<file path="src/rtl/ad_ip_jesd204_tpl_dac_channel_mux.sv">
// ad_ip_jesd204_tpl_dac_channel_mux
// Per-channel source select for the JESD204 TPL DAC. Each link_clk beat picks
// DDS, DMA, constant pattern, zero or PN data and registers one beat of
// NUM_SAMPLES 16-bit samples for the framer.
//
// Optional feature macro: AD_TPL_DAC_PN_EN
//   defined   : sel 4/5 generate PN7 (x^7+x^6+1) / PN15 (x^15+x^14+1).
//   undefined : no LFSR is built, sel 4/5 output zeros, dac_sync is ignored.
//
// Handshake: dma_ready is a combinational decode of dac_data_sel == DMA. While
// it is high a beat is consumed every cycle; dma_valid low in that cycle is an
// underflow (zero beat plus a one-cycle dac_dunf pulse). There is no stalling.
module ad_ip_jesd204_tpl_dac_channel_mux #(
    parameter int NUM_SAMPLES = 4,
    localparam int DW = NUM_SAMPLES * 16
) (
    input  logic          link_clk,
    input  logic          link_rstn,
    input  logic          dac_sync,
    input  logic [3:0]    dac_data_sel,
    input  logic          dac_dds_format,
    input  logic [15:0]   dac_pat_data_0,
    input  logic [15:0]   dac_pat_data_1,
    input  logic [DW-1:0] dds_data,
    input  logic [DW-1:0] dma_data,
    input  logic          dma_valid,
    output logic          dma_ready,
    output logic [DW-1:0] dac_data,
    output logic          dac_dunf
);

    localparam logic [3:0] SEL_DDS  = 4'd0;
    localparam logic [3:0] SEL_PAT  = 4'd1;
    localparam logic [3:0] SEL_DMA  = 4'd2;
    localparam logic [3:0] SEL_ZERO = 4'd3;
    localparam logic [3:0] SEL_PN7  = 4'd4;
    localparam logic [3:0] SEL_PN15 = 4'd5;

    // Offset-binary conversion: format 0 flips the sign bit of one sample.
    function automatic logic [15:0] fmt_adj(input logic [15:0] s, input logic fmt);
        return s ^ {~fmt, 15'd0};
    endfunction

    logic [DW-1:0] data_next;
    logic          dunf_next;
    logic [DW-1:0] pn_data;

    assign dma_ready = (dac_data_sel == SEL_DMA);

`ifdef AD_TPL_DAC_PN_EN
    logic [14:0] lfsr;
    logic [14:0] lfsr_next;
    logic [3:0]  sel_d;
    logic        pn_mode;
    logic        reseed;

    assign pn_mode = (dac_data_sel == SEL_PN7) || (dac_data_sel == SEL_PN15);
    // dac_sync and a mode entry coinciding still give a single reseed.
    assign reseed  = dac_sync || (pn_mode && (dac_data_sel != sel_d));

    // Unroll 16*NUM_SAMPLES LFSR steps; the reseed beat starts from all ones
    // so it already carries the first word of the seeded sequence.
    always_comb begin : pn_gen
        logic [14:0] s;
        logic [15:0] word;
        logic        fb;
        s         = reseed ? '1 : lfsr;
        word      = '0;
        fb        = 1'b0;
        pn_data   = '0;
        for (int k = 0; k < NUM_SAMPLES; k++) begin
            for (int j = 0; j < 16; j++) begin
                fb   = (dac_data_sel == SEL_PN15) ? (s[14] ^ s[13]) : (s[6] ^ s[5]);
                s    = {s[13:0], fb};
                word = {word[14:0], fb};
            end
            pn_data[16*k +: 16] = word;
        end
        if (pn_mode) begin
            lfsr_next = s;
        end else if (reseed) begin
            lfsr_next = '1;
        end else begin
            lfsr_next = lfsr;
        end
    end

    // LFSR state and previous select, used to detect entry into a PN mode.
    always_ff @(posedge link_clk or negedge link_rstn) begin
        if (!link_rstn) begin
            lfsr  <= '1;
            sel_d <= SEL_ZERO;
        end else begin
            lfsr  <= lfsr_next;
            sel_d <= dac_data_sel;
        end
    end
`else
    logic unused_sync;
    assign unused_sync = dac_sync;
    assign pn_data     = '0;
`endif

    // Source mux for the next beat; zero and PN data bypass the format flip.
    always_comb begin
        data_next = '0;
        dunf_next = 1'b0;
        case (dac_data_sel)
            SEL_DDS: begin
                for (int k = 0; k < NUM_SAMPLES; k++) begin
                    data_next[16*k +: 16] = fmt_adj(dds_data[16*k +: 16], dac_dds_format);
                end
            end
            SEL_PAT: begin
                for (int k = 0; k < NUM_SAMPLES; k++) begin
                    data_next[16*k +: 16] = fmt_adj((k % 2 == 1) ? dac_pat_data_1 : dac_pat_data_0,
                                                    dac_dds_format);
                end
            end
            SEL_DMA: begin
                if (dma_valid) begin
                    for (int k = 0; k < NUM_SAMPLES; k++) begin
                        data_next[16*k +: 16] = fmt_adj(dma_data[16*k +: 16], dac_dds_format);
                    end
                end else begin
                    dunf_next = 1'b1;
                end
            end
            SEL_PN7, SEL_PN15: begin
                data_next = pn_data;
            end
            default: begin
                data_next = '0;
            end
        endcase
    end

    // Output register toward the framer.
    always_ff @(posedge link_clk or negedge link_rstn) begin
        if (!link_rstn) begin
            dac_data <= '0;
            dac_dunf <= 1'b0;
        end else begin
            dac_data <= data_next;
            dac_dunf <= dunf_next;
        end
    end

endmodule

</file>
<file path="config.mk">
export PLATFORM = sky130hd
export DESIGN_NAME = ad_ip_jesd204_tpl_dac_channel_mux
export DESIGN_NICKNAME = d
export VERILOG_FILES = /design/src/rtl/ad_ip_jesd204_tpl_dac_channel_mux.sv
export SDC_FILE = /design/constraint.sdc
export NUM_CORES = 1
export LEC_CHECK = 0
export BUFFER_PORTS_ARGS = -buffer_cell sky130_fd_sc_hd__clkbuf_2
export CAP_MARGIN = 10
export CORE_AREA = 2 2 92 94
export CTS_CLUSTER_DIAMETER = 200
export CTS_CLUSTER_SIZE = 8
export DETAILED_ROUTE_END_ITERATION = 6
export DIE_AREA = 0 0 94 96
export GPL_ROUTABILITY_DRIVEN = 0
export PLACE_DENSITY = 0.8
export SLEW_MARGIN = 10
export SYNTH_ARGS = -nofsm -noshare
export SYNTH_HDL_FRONTEND = slang
export SYNTH_SLANG_ARGS = --single-unit
</file>
<file path="constraint.sdc">
create_clock -name link_clk -period 1.27 [get_ports link_clk]
set_input_delay 0.254 -clock link_clk [delete_from_list [all_inputs] [get_ports link_clk]]
set_output_delay 0.254 -clock link_clk [all_outputs]
set_load 0.01 [all_outputs]
</file>
==> Word level (Yosys, flattened, before mapping) <==
Index checks and enable logic that the tools add are counted.
{ "totals": {"n_memories": 0, "ramBits": 0, "register_bits": 65, "rom_bits": 0, "in_bits": 169, "latchBits": 0} }
{ "op_classes": {"shift": 0, "mux": 4, "n_mul": 0, "div_mod_pow": 0, "n_bitwise": 11, "n_eq_ne": 2, "magnitude_cmp": 0, "n_addsub": 0, "n_reduce_logical": 1} }
{ "op_table": {"columns": ["operator", "count"], "rows": [
  ["one-hot mux 64 bit (3 select lines)", 1],
  ["XOR 16 bit", 10],
  ["two-way mux 64 bit", 1],
  ["== test 4 x 1 -> 1 bit, second input constant", 1],
  ["== test 4 x 2 -> 1 bit, second input constant", 1],
  ["logical NOT 4 bit", 1],
  ["two-way mux 1 bit", 2],
  ["inverter 1 bit", 1]
]} }

==> Depth between registers and ports, before layout <==
Gate-level depths: netlist of the first run.
{ "logic_depth": {"depth_word": 4, "ltp_mapped": 5, "ltp_nobuf": 3} }

==> Least setup slack after synthesis of the first run <==
OpenSTA, ideal clock, no wires.
{ "synth_timing": {"kind": "input -> output", "startpoint": "input dac_data_sel[3]", "endpoint": "output dma_ready", "path_stages": 4, "arrival_time_ns": 1.070, "slack_ns": -0.054, "path_buffers": 2, "required_time_ns": 1.016, "cell_sequence": "or3_4 > buf_6 > buf_6 > nor2_1"} }
{ "synth_via": {"elab_chain_cells": 1} }
{ "synth_lines": {"columns": ["element", "line_no", "rtl"], "rows": [
  ["from (decl)", "20", "input logic [3:0] dac_data_sel,"],
  ["== test 4 x 2 -> 1 bit", "48", "assign dma_ready = (dac_data_sel == SEL_DMA);"],
  ["to (decl)", "27", "output logic dma_ready,"]
]} }
Every way passes these cells.

==> Worst setup path in the final report of the first run <==
{ "layout_timing": {"startpoint": "input dac_data_sel[2]", "endpoint": "output dma_ready"} }
The elaborated chain is that of the path after synthesis.

==> results of run 1 <==
-- state kept, by name, indices dropped and copies added (netlist names) --
name      count
dac_data     64
dac_dunf      1
-- cells in the final DEF (no fill, tap or decap) --
master and n:
bufinv_16 1, xnor2_1 10, buf_2 1, clkbuf_1 1
a22oi_1 63, dfrtp_1 65, clkbuf_2 232, inv_2 1
and2_2 1, or3_4 1, nand2_1 32, clkbuf_8 11
o21ai_2 1, dlygate4sd3_1 1, buf_4 6, buf_12 5
clkinv_2 2, nor2_4 1, nor3_2 1, and3_1 1
o21ai_0 26, a21oi_1 1, o21ai_1 37, nor4b_4 1
-- cell usage after synthesis --
master    number  share of area, %
o21ai_1       37               6.5
o21ai_0       26               4.6
buf_6          5               2.0
nor2_1         1              0.13
o21ai_2        1              0.31
clkbuf_1       4              0.53
inv_1          1              0.13
or3_4          1              0.39
and2_1         1              0.22
xnor2_1       10               3.1
dfrtp_1       65                57
buf_2         14               2.5
nor4b_4        1              0.83
buf_4          2              0.53
nor3_2         1              0.35
nand2_1       32               4.2
a22oi_1       63                17
a21oi_1        1              0.17
and3_1         1              0.22
-- per-layer routing --
layer,global-route usage (%),vias up,routed length (µm)
met3,4.62,23,683
met2,34.4,170,4730
met4,9.42,0,212
met5,0,-,0
met1,23.6,1405,3520
li1,-,1442,-
-- where the power goes --
group	switching [µW]	leakage, µW	internal [µW]	total, µW
clock	734	0.000102	998	1730
sequential	21.8	0.000889	2150	2170
combinational	393	0.00138	395	789
-- cell type report --
cell class | instances | share of cell area (%)
Inverter | 1 | 0.0861
Tap cell | 105 | 3.01
Clock inverter | 3 | 0.919
Timing Repair Buffer | 245 | 30.3
Clock buffer | 12 | 3.56
Sequential cell | 65 | 37.3
Multi-Input combinational cell | 176 | 24.8
-- kinds of logic after synthesis --
group / count (synthesis) / synth area share, %
AOI/OAI and AO/OA: 128 / 28.1
xor gates and xnor gates: 10 / 3.06
buffers and inverters: 26 / 5.60
DFF: 65 / 56.9
and+or+nand+nor: 38 / 6.35
-- worst min path at each step --
| stage | to | slack (ps) | cells past startpoint |
|---|---|---|---|
| after floorplan | dac_data[0]$_DFF_PN0_ | -40 | 0 |
| after global placement | dac_data[2]$_DFF_PN0_ | 290 | 2 |
| after detailed placement | dac_data[8]$_DFF_PN0_ | 290 | 2 |
| after CTS | dac_dunf$_DFF_PN0_ | 100 | 2 |
| after global routing | dac_dunf$_DFF_PN0_ | 120 | 2 |
| final | dac_dunf$_DFF_PN0_ | 130 | 2 |
-- repair_timing --
item                                    4_1_cts  5_1_grt
setup buffers                                 0        1
hold buffers                                  1        0
endpoints found under the hold margin        65        0
endpoints found under the setup margin        1        1
gates resized for setup                       0        0
pin swaps                                     1        1
-- per-stage QoR --
stage	std cells	setup TNS [ps]
floorplan	267	0
global placement	590	-269
detailed placement	590	-1270
CTS	606	0
global route	607	0
finish	607	0
==> impl_metrics.csv, run 1 <==
group,metric,value,unit
run_status,status,"finished, final reports clean",
min_path,hp-class,"input port to flop",
global_routing,antenna_found_initial,0,
clock_tree,clock_sinks,65,
power,p_per_area,1080,nW/µm²
critical_path,critPathKind,"input port to primary output",
sta,slew_viol_final,0,
power,finalPower,4690,µW
layout,postLayoutCoreUtil,54.1,%
critical_path,cp_slowest_cell,"or3_4",
yosys,synth_area_per_cell,10.7,µm²
floorplanning,initial_core_util,35.5,%
sta,slew_headroom,77.6,%
layout,multi_input_area,1080,µm²
sta,setup_violations,0,
critical_path,startpoint,"dac_data_sel[2]",
placement,portBuffers,233,
power,irDropWorstVdd,0.409,mV
placement,dpl.hpwl,7070,µm
critical_path,crit_required,1020,ps
layout,num_antenna_cells,0,
clock_tree,path_clk_slew,70,ps
critical_path,crit_path_cell_trace,"clkbuf_2 > or3_4 > nor2_4 > clkbuf_2",
sta,max_freq,800,MHz
critical_path,cp_num_buf_inv,2,
detailed_routing,drt-initial-drc-count,85,
yosys,synth_cells,267,
floorplanning,die_y,96,µm
yosys,ys_seq_area_share,56.9,%
critical_path,critPathArrivalTime,1000,ps
sta,final_hold_viol_count,0,
critical_path,cp-end-kind,"primary output",
detailed_routing,routed_wl,9140,µm
layout,fin_area,4360,µm²
yosys,yosysUniqueCellTypes,19,
sta,max_slew.worst_pin.slew,336,ps
yosys,syn_area,2860,µm²
critical_path,crit_path_end,"dma_ready",
sta,fin_crit,1250,ps
sta,fin_crit_sh,98.5,%
detailed_routing,avgRoutedWirePerCell,15.1,µm
global_routing,grt_pass1_wl,13800,µm
global_routing,grt_pass1_vias,2894,
sta,rsz0062_at_grt,"false",
layout,nFillCells,758,
global_routing,grt_use_total,19.9,%
detailed_routing,viasPerCell,5.01,
detailed_routing,first_pass_iters,5,
global_routing,grt_max_degree,66,
clock_tree,root_buffer,"clkbuf_8",
sta,layout_setup_ws,19.3,ps
placement,placed_cell_area,4150,µm²
floorplanning,fp-row-count,33,
floorplanning,ioPinCount,235,
detailed_routing,num_vias,3040,
run,max_cap_violations,0,
critical_path,worst-path-max-fanout,3,
layout,layout-drive-gt1-share,52.8,%
global_routing,gr-total-overflow,0,
detailed_routing,drc,0,
clock_tree,cts_buffers,9,
critical_path,cpPeakStageDelay,410,ps
yosys,synth_nets,436,
clock_tree,htree_levels,3,
critical_path,path_depth,4,
floorplanning,core_area,8050,µm²
layout,synthToLayoutAreaGrowth,52.5,%
sta,finalHoldWorstSlack,127,ps
detailed_routing,antenna_left,0,
yosys,yosys_register_bits,65,
min_path,hp-start,"dma_valid",
power,p_leak,0.00237,µW
floorplanning,die-area,9020,µm²
placement,post-place-ws,-83.3,ps
clock_tree,cts_tree,"done",
critical_path,crit_family,"simple AND/OR/NAND/NOR gates",
floorplanning,die_w,94,µm
layout,nets,667,
yosys,synth_warnings,0,
clock_tree,cts_buffer_depth,2,
layout,seq_area,1630,µm²
critical_path,crit_top_cell,"clkbuf_2",
critical_path,start_kind,"input port",
No activity file was read; power rests on OpenSTA's default activity.
==> inputs of run 2 (changes only) <==
Settings changed: CORE_AREA 2 2 92 94 to 2 2 91 93, CTS_BUF_LIST from default to sky130_fd_sc_hd__clkbuf_8, DIE_AREA 0 0 94 96 to 0 0 93 95, PLACE_DENSITY 0.8 to 0.81.
==> impl_metrics.csv, run 2 (synthesis results as in run 1) <==
group,metric,value,unit
layout,largest_reg_flops,64,
detailed_routing,drt-initial-drc-count,103,
sta,slew_viol_final,0,
layout,num_antenna_cells,0,
critical_path,critPathKind,"input port to primary output",
floorplanning,initial_core_util,36.0,%
critical_path,start_kind,"input port",
detailed_routing,drc,0,
power,p_leak,0.00237,µW
global_routing,grt_pass1_vias,2988,
global_routing,grt_max_degree,66,
global_routing,grt_use_total,19.7,%
critical_path,worst-path-max-fanout,3,
clock_tree,cts_buffers,9,
critical_path,crit_family,"simple AND/OR/NAND/NOR gates",
global_routing,antenna_found_initial,0,
global_routing,grt_pass1_wl,13700,µm
layout,final_cells,608,
clock_tree,cts_buffer_depth,2,
layout,synthToLayoutAreaGrowth,53.7,%
layout,layout_common_cells,"clkbuf_2 (229), dfrtp_1 (65), a22oi_1 (63)",
critical_path,cp-end-kind,"primary output",
layout,layout-drive-gt1-share,53.1,%
sta,fin_crit_sh,97.9,%
detailed_routing,first_pass_iters,4,
global_routing,grt-busiest-layer,"met2",
layout,final_common_cell,"clkbuf_2",
floorplanning,fp-row-count,33,
critical_path,cp_num_buf_inv,2,
placement,portBuffers,233,
clock_tree,root_buffer,"clkbuf_8",
critical_path,cpPeakStageDelay,420,ps
power,p_per_area,1060,nW/µm²
floorplanning,die_w,93,µm
sta,rsz0062_at_grt,"false",
layout,nFillCells,737,
layout,largestRegisters,"dac_data x64, dac_dunf x1",
critical_path,crit_path_end,"dma_ready",
sta,finalHoldWorstSlack,108,ps
run_status,status,"finished, final reports clean",
sta,slew_headroom,77.4,%
clock_tree,path_clk_slew,70,ps
global_routing,met3_usage,5.11,%
global_routing,grt_use_met1,22.9,%
detailed_routing,avgRoutedWirePerCell,14.6,µm
layout,nets,667,
sta,setup_violations,0,
critical_path,critPathArrivalTime,990,ps
clock_tree,clock_sinks,65,
sta,max_slew.worst_pin.slew,338,ps
critical_path,cp_slowest_cell,"or3_4",
run,max_cap_violations,0,
layout,regMostFlops,"dac_data",
critical_path,crit_required,1020,ps
floorplanning,core_area,7930,µm²
placement,dpl.hpwl,6960,µm
power,irDropWorstVdd,0.453,mV
clock_tree,htree_levels,3,
clock_tree,cts_tree,"done",
floorplanning,ioPinCount,235,
sta,fin_crit,1240,ps
critical_path,path_depth,4,
detailed_routing,routed_wl,8860,µm
sta,max_freq,805,MHz
floorplanning,die-area,8840,µm²
critical_path,startpoint,"dac_data_sel[3]",
global_routing,gr-total-overflow,0,
placement,dp.cells,590,
critical_path,crit_path_cell_trace,"buf_8 > or3_4 > nor2_4 > buf_6",
floorplanning,die_y,95,µm
global_routing,grt_use_met2,35.0,%
detailed_routing,viasPerCell,5.00,
min_path,hp-class,"input port to flop",
sta,final_hold_viol_count,0,
detailed_routing,antenna_left,0,
detailed_routing,num_vias,3037,
## run 2: changes by cell type in the layout (fill, tap and decap cells not counted), sizes merged
cell,previous run,this run
buf,12,15
clkbuf,244,238
clkinv,2,3
clkinvlp,0,3
## run 2: layer usage
layer  up-vias  routed length [µm]  part of all wire, %
met2       149                4690                   53
met3        20                 613                  6.9
met5         -                   0                    0
met1      1425                3360                   38
li1       1443                   -                    -
met4         0                 197                  2.2
## run 2: how the worst min path moves through the flow
stage	cells past startpoint	to	start	slack (ps)
finish	2	dac_dunf$_DFF_PN0_	dma_valid	110
global route	2	dac_dunf$_DFF_PN0_	dma_valid	100
CTS	2	dac_dunf$_DFF_PN0_	dma_valid	90
detailed placement	2	dac_data[26]$_DFF_PN0_	link_rstn	290
global placement	2	dac_data[15]$_DFF_PN0_	link_rstn	290
floorplan	0	dac_data[0]$_DFF_PN0_	link_rstn	-40
## run 2: stage by stage
stage	setup TNS, ps	worst slack (ps)	power, µW	utilization, %	cell area [µm²]
2_1_floorplan	0	15.2	2530	-	2870
3_3_place_gp	-56.8	-21.6	2970	52.4	4160
3_5_place_dp	-373	-57.2	2990	52.4	4160
4_1_cts	0	3.65	4720	55.0	4360
5_1_grt	0	3.12	4910	55.4	4390
6_report	0	27.0	4660	55.4	4390
## run 2: repair_timing
action,4_1_cts,5_1_grt
hold endpoints to repair,65,0
hold buffers,1,0
endpoints found under the setup margin,1,1
pin swaps,1,2
buffers inserted,0,1
resized for setup,0,9
## run 2: cell type report
class                   count  area, µm²  area share, %
multi-input cells         176       1080           24.6
repair buffers            245       1360           30.9
clock inverters             7       71.3           1.62
flip-flops and latches     65       1630           37.0
clock buffers               9        124           2.82
well taps                 105        131           2.99
inverters                   1       3.75         0.0854
## run 2: power breakdown
| group | switching, µW | internal, µW | total (µW) | leakage (µW) |
|---|---|---|---|---|
| Combinational | 389 | 406 | 795 | 0.00139 |
| Sequential | 22.2 | 2140 | 2170 | 0.000889 |
| Clock | 798 | 902 | 1700 | 0.0000912 |
| Total | 1210 | 3450 | 4660 | 0.00237 |
==> inputs of run 3 (changes only) <==
Settings changed: GPL_TIMING_DRIVEN from default to 0.
==> impl_metrics.csv, run 3 (synthesis results as in run 1) <==
group,metric,value,unit
placement,dpl.hpwl,8020,µm
min_path,hp-start,"dma_valid",
floorplanning,ioPinCount,235,
floorplanning,die_w,93,µm
critical_path,crit_top_cell,"buf_8",
global_routing,grt_pass1_wl,15300,µm
layout,num_antenna_cells,0,
min_path,hp-class,"input port to flop",
critical_path,worst-path-max-fanout,4,
run_status,status,"complete, but fails checks",
detailed_routing,met3_length,679,µm
sta,max_freq,753,MHz
detailed_routing,met2_length,5440,µm
critical_path,critPathArrivalTime,1070,ps
sta,slew_viol_final,0,
power,finalPower,4710,µW
critical_path,critPathKind,"input port to primary output",
run,max_cap_violations,0,
placement,portBuffers,232,
clock_tree,htree_levels,3,
clock_tree,clock_sinks,65,
floorplanning,initial_core_util,36.0,%
global_routing,antenna_found_initial,0,
sta,layout_setup_ws,-58.5,ps
layout,nets,685,
detailed_routing,routed_wl,10400,µm
run_status,violations,"setup timing",
sta,fin_tns_setup,-58.5,ps
layout,regMostFlops,"dac_data",
detailed_routing,viasPerCell,5.01,
sta,rsz0062_at_grt,"true",
power,pwr-share-comb,17.5,%
detailed_routing,top_layer_used,"met4",
clock_tree,path_clk_slew,70,ps
detailed_routing,first_pass_iters,4,
power,switchingPower,1260,µW
critical_path,cp-end-kind,"primary output",
critical_path,crit_required,1020,ps
floorplanning,fp-row-count,33,
sta,setup_violations,1,
power,irDropWorstVdd,0.645,mV
global_routing,grt_use_total,23.0,%
detailed_routing,wl_met1,4060,µm
clock_tree,cts_tree,"done",
detailed_routing,avgRoutedWirePerCell,16.6,µm
critical_path,cpPeakStageDelay,410,ps
floorplanning,core_area,7930,µm²
power,p_seq_share,46.0,%
clock_tree,root_buffer,"clkbuf_8",
global_routing,gr-total-overflow,0,
global_routing,grt_max_degree,37,
power,p_int,3450,µW
critical_path,crit_path_cell_trace,"buf_8 > or3_4 > buf_8 > nor2_4 > buf_6",
detailed_routing,antenna_left,0,
detailed_routing,drt-initial-drc-count,98,
clock_tree,cts_buffer_depth,2,
power,p_per_area,1060,nW/µm²
layout,synthToLayoutAreaGrowth,55.5,%
sta,fin_crit,1330,ps
sta,fin_crit_sh,105,%
layout,largest_reg_flops,64,
min_path,min_to,"dac_dunf$_DFF_PN0_",
layout,layout-drive-gt1-share,53.6,%
critical_path,cp_num_buf_inv,3,
power,swShare,26.7,%
sta,slew_headroom,60.1,%
layout,largestRegisters,"dac_data x64, dac_dunf x1",
sta,max_slew.worst_pin.slew,598,ps
min_path,hold_depth,2,
power,clock_power_share,36.5,%
power,p_leak,0.00242,µW
critical_path,crit_family,"simple AND/OR/NAND/NOR gates",
clock_tree,cts_buffers,9,
sta,final_hold_viol_count,0,
critical_path,cp_slowest_cell,"or3_4",
floorplanning,die-area,8840,µm²
layout,final_common_cell,"clkbuf_2",
detailed_routing,num_vias,3138,
detailed_routing,drc,0,
global_routing,grt_pass1_vias,3099,
floorplanning,die_y,95,µm
layout,layout_common_cells,"clkbuf_2 (228), dfrtp_1 (65), a22oi_1 (63)",
critical_path,start_kind,"input port",
-- run 3: metal layers --
metal / vias up / global-route usage [%]
met5: - / 0
met2: 163 / 40.9
li1: 1478 / -
met4: 0 / 8.95
met1: 1477 / 27.5
met3: 20 / 4.55
-- run 3: metrics by stage --
stage	cells	worst slack [ps]	util, %	hold slack, ps	cell area [µm²]
final	626	-58.5	56.1	116	4440
after global routing	626	-69.9	56.1	105	4440
after CTS	627	-69.5	56.0	96.2	4440
after detailed placement	605	-274	52.7	249	4180
after global placement	604	-429	52.4	459	4160
after floorplan	267	15.2	-	-41.6	2870
-- run 3: layout make-up --
cell class,instances,area [µm²]
Fill cell,728,3480
Sequential cell,65,1630
Timing Repair Buffer,240,1250
Multi-Input combinational cell,176,1080
Buffer,23,154
Tap cell,105,131
Clock buffer,9,124
Clock inverter,7,71.3
Inverter,1,3.75
-- run 3: how the worst max path moves through the flow --
stage	startpoint	to	slack [ps]	cells after the start
3_3_place_gp	link_rstn	dac_data[37]$_DFF_PN0_	-430	1
6_report	dac_data_sel[2]	dma_ready	-60	5
4_1_cts	dac_data_sel[2]	dma_ready	-70	5
3_5_place_dp	dac_data_sel[3]	dma_ready	-270	6
2_1_floorplan	dac_data_sel[3]	dma_ready	20	4
5_1_grt	dac_data_sel[2]	dma_ready	-70	5
-- run 3: what timing repair did --
action | in CTS | in global routing
pin swaps | 1 | 1
hold endpoints to repair | 29 | 0
endpoints found under the setup margin | 1 | 13
hold buffers | 1 | 0
setup buffers | 6 | 0
gates resized for setup | 4 | 9
-- run 3: power groups by stage --
stage	combinational (µW)	clock [µW]	sequential, µW
floorplan	283	0	2250
global placement	783	0	2200
detailed placement	808	0	2210
CTS	826	1740	2170
global route	910	1870	2170
finish	826	1720	2170
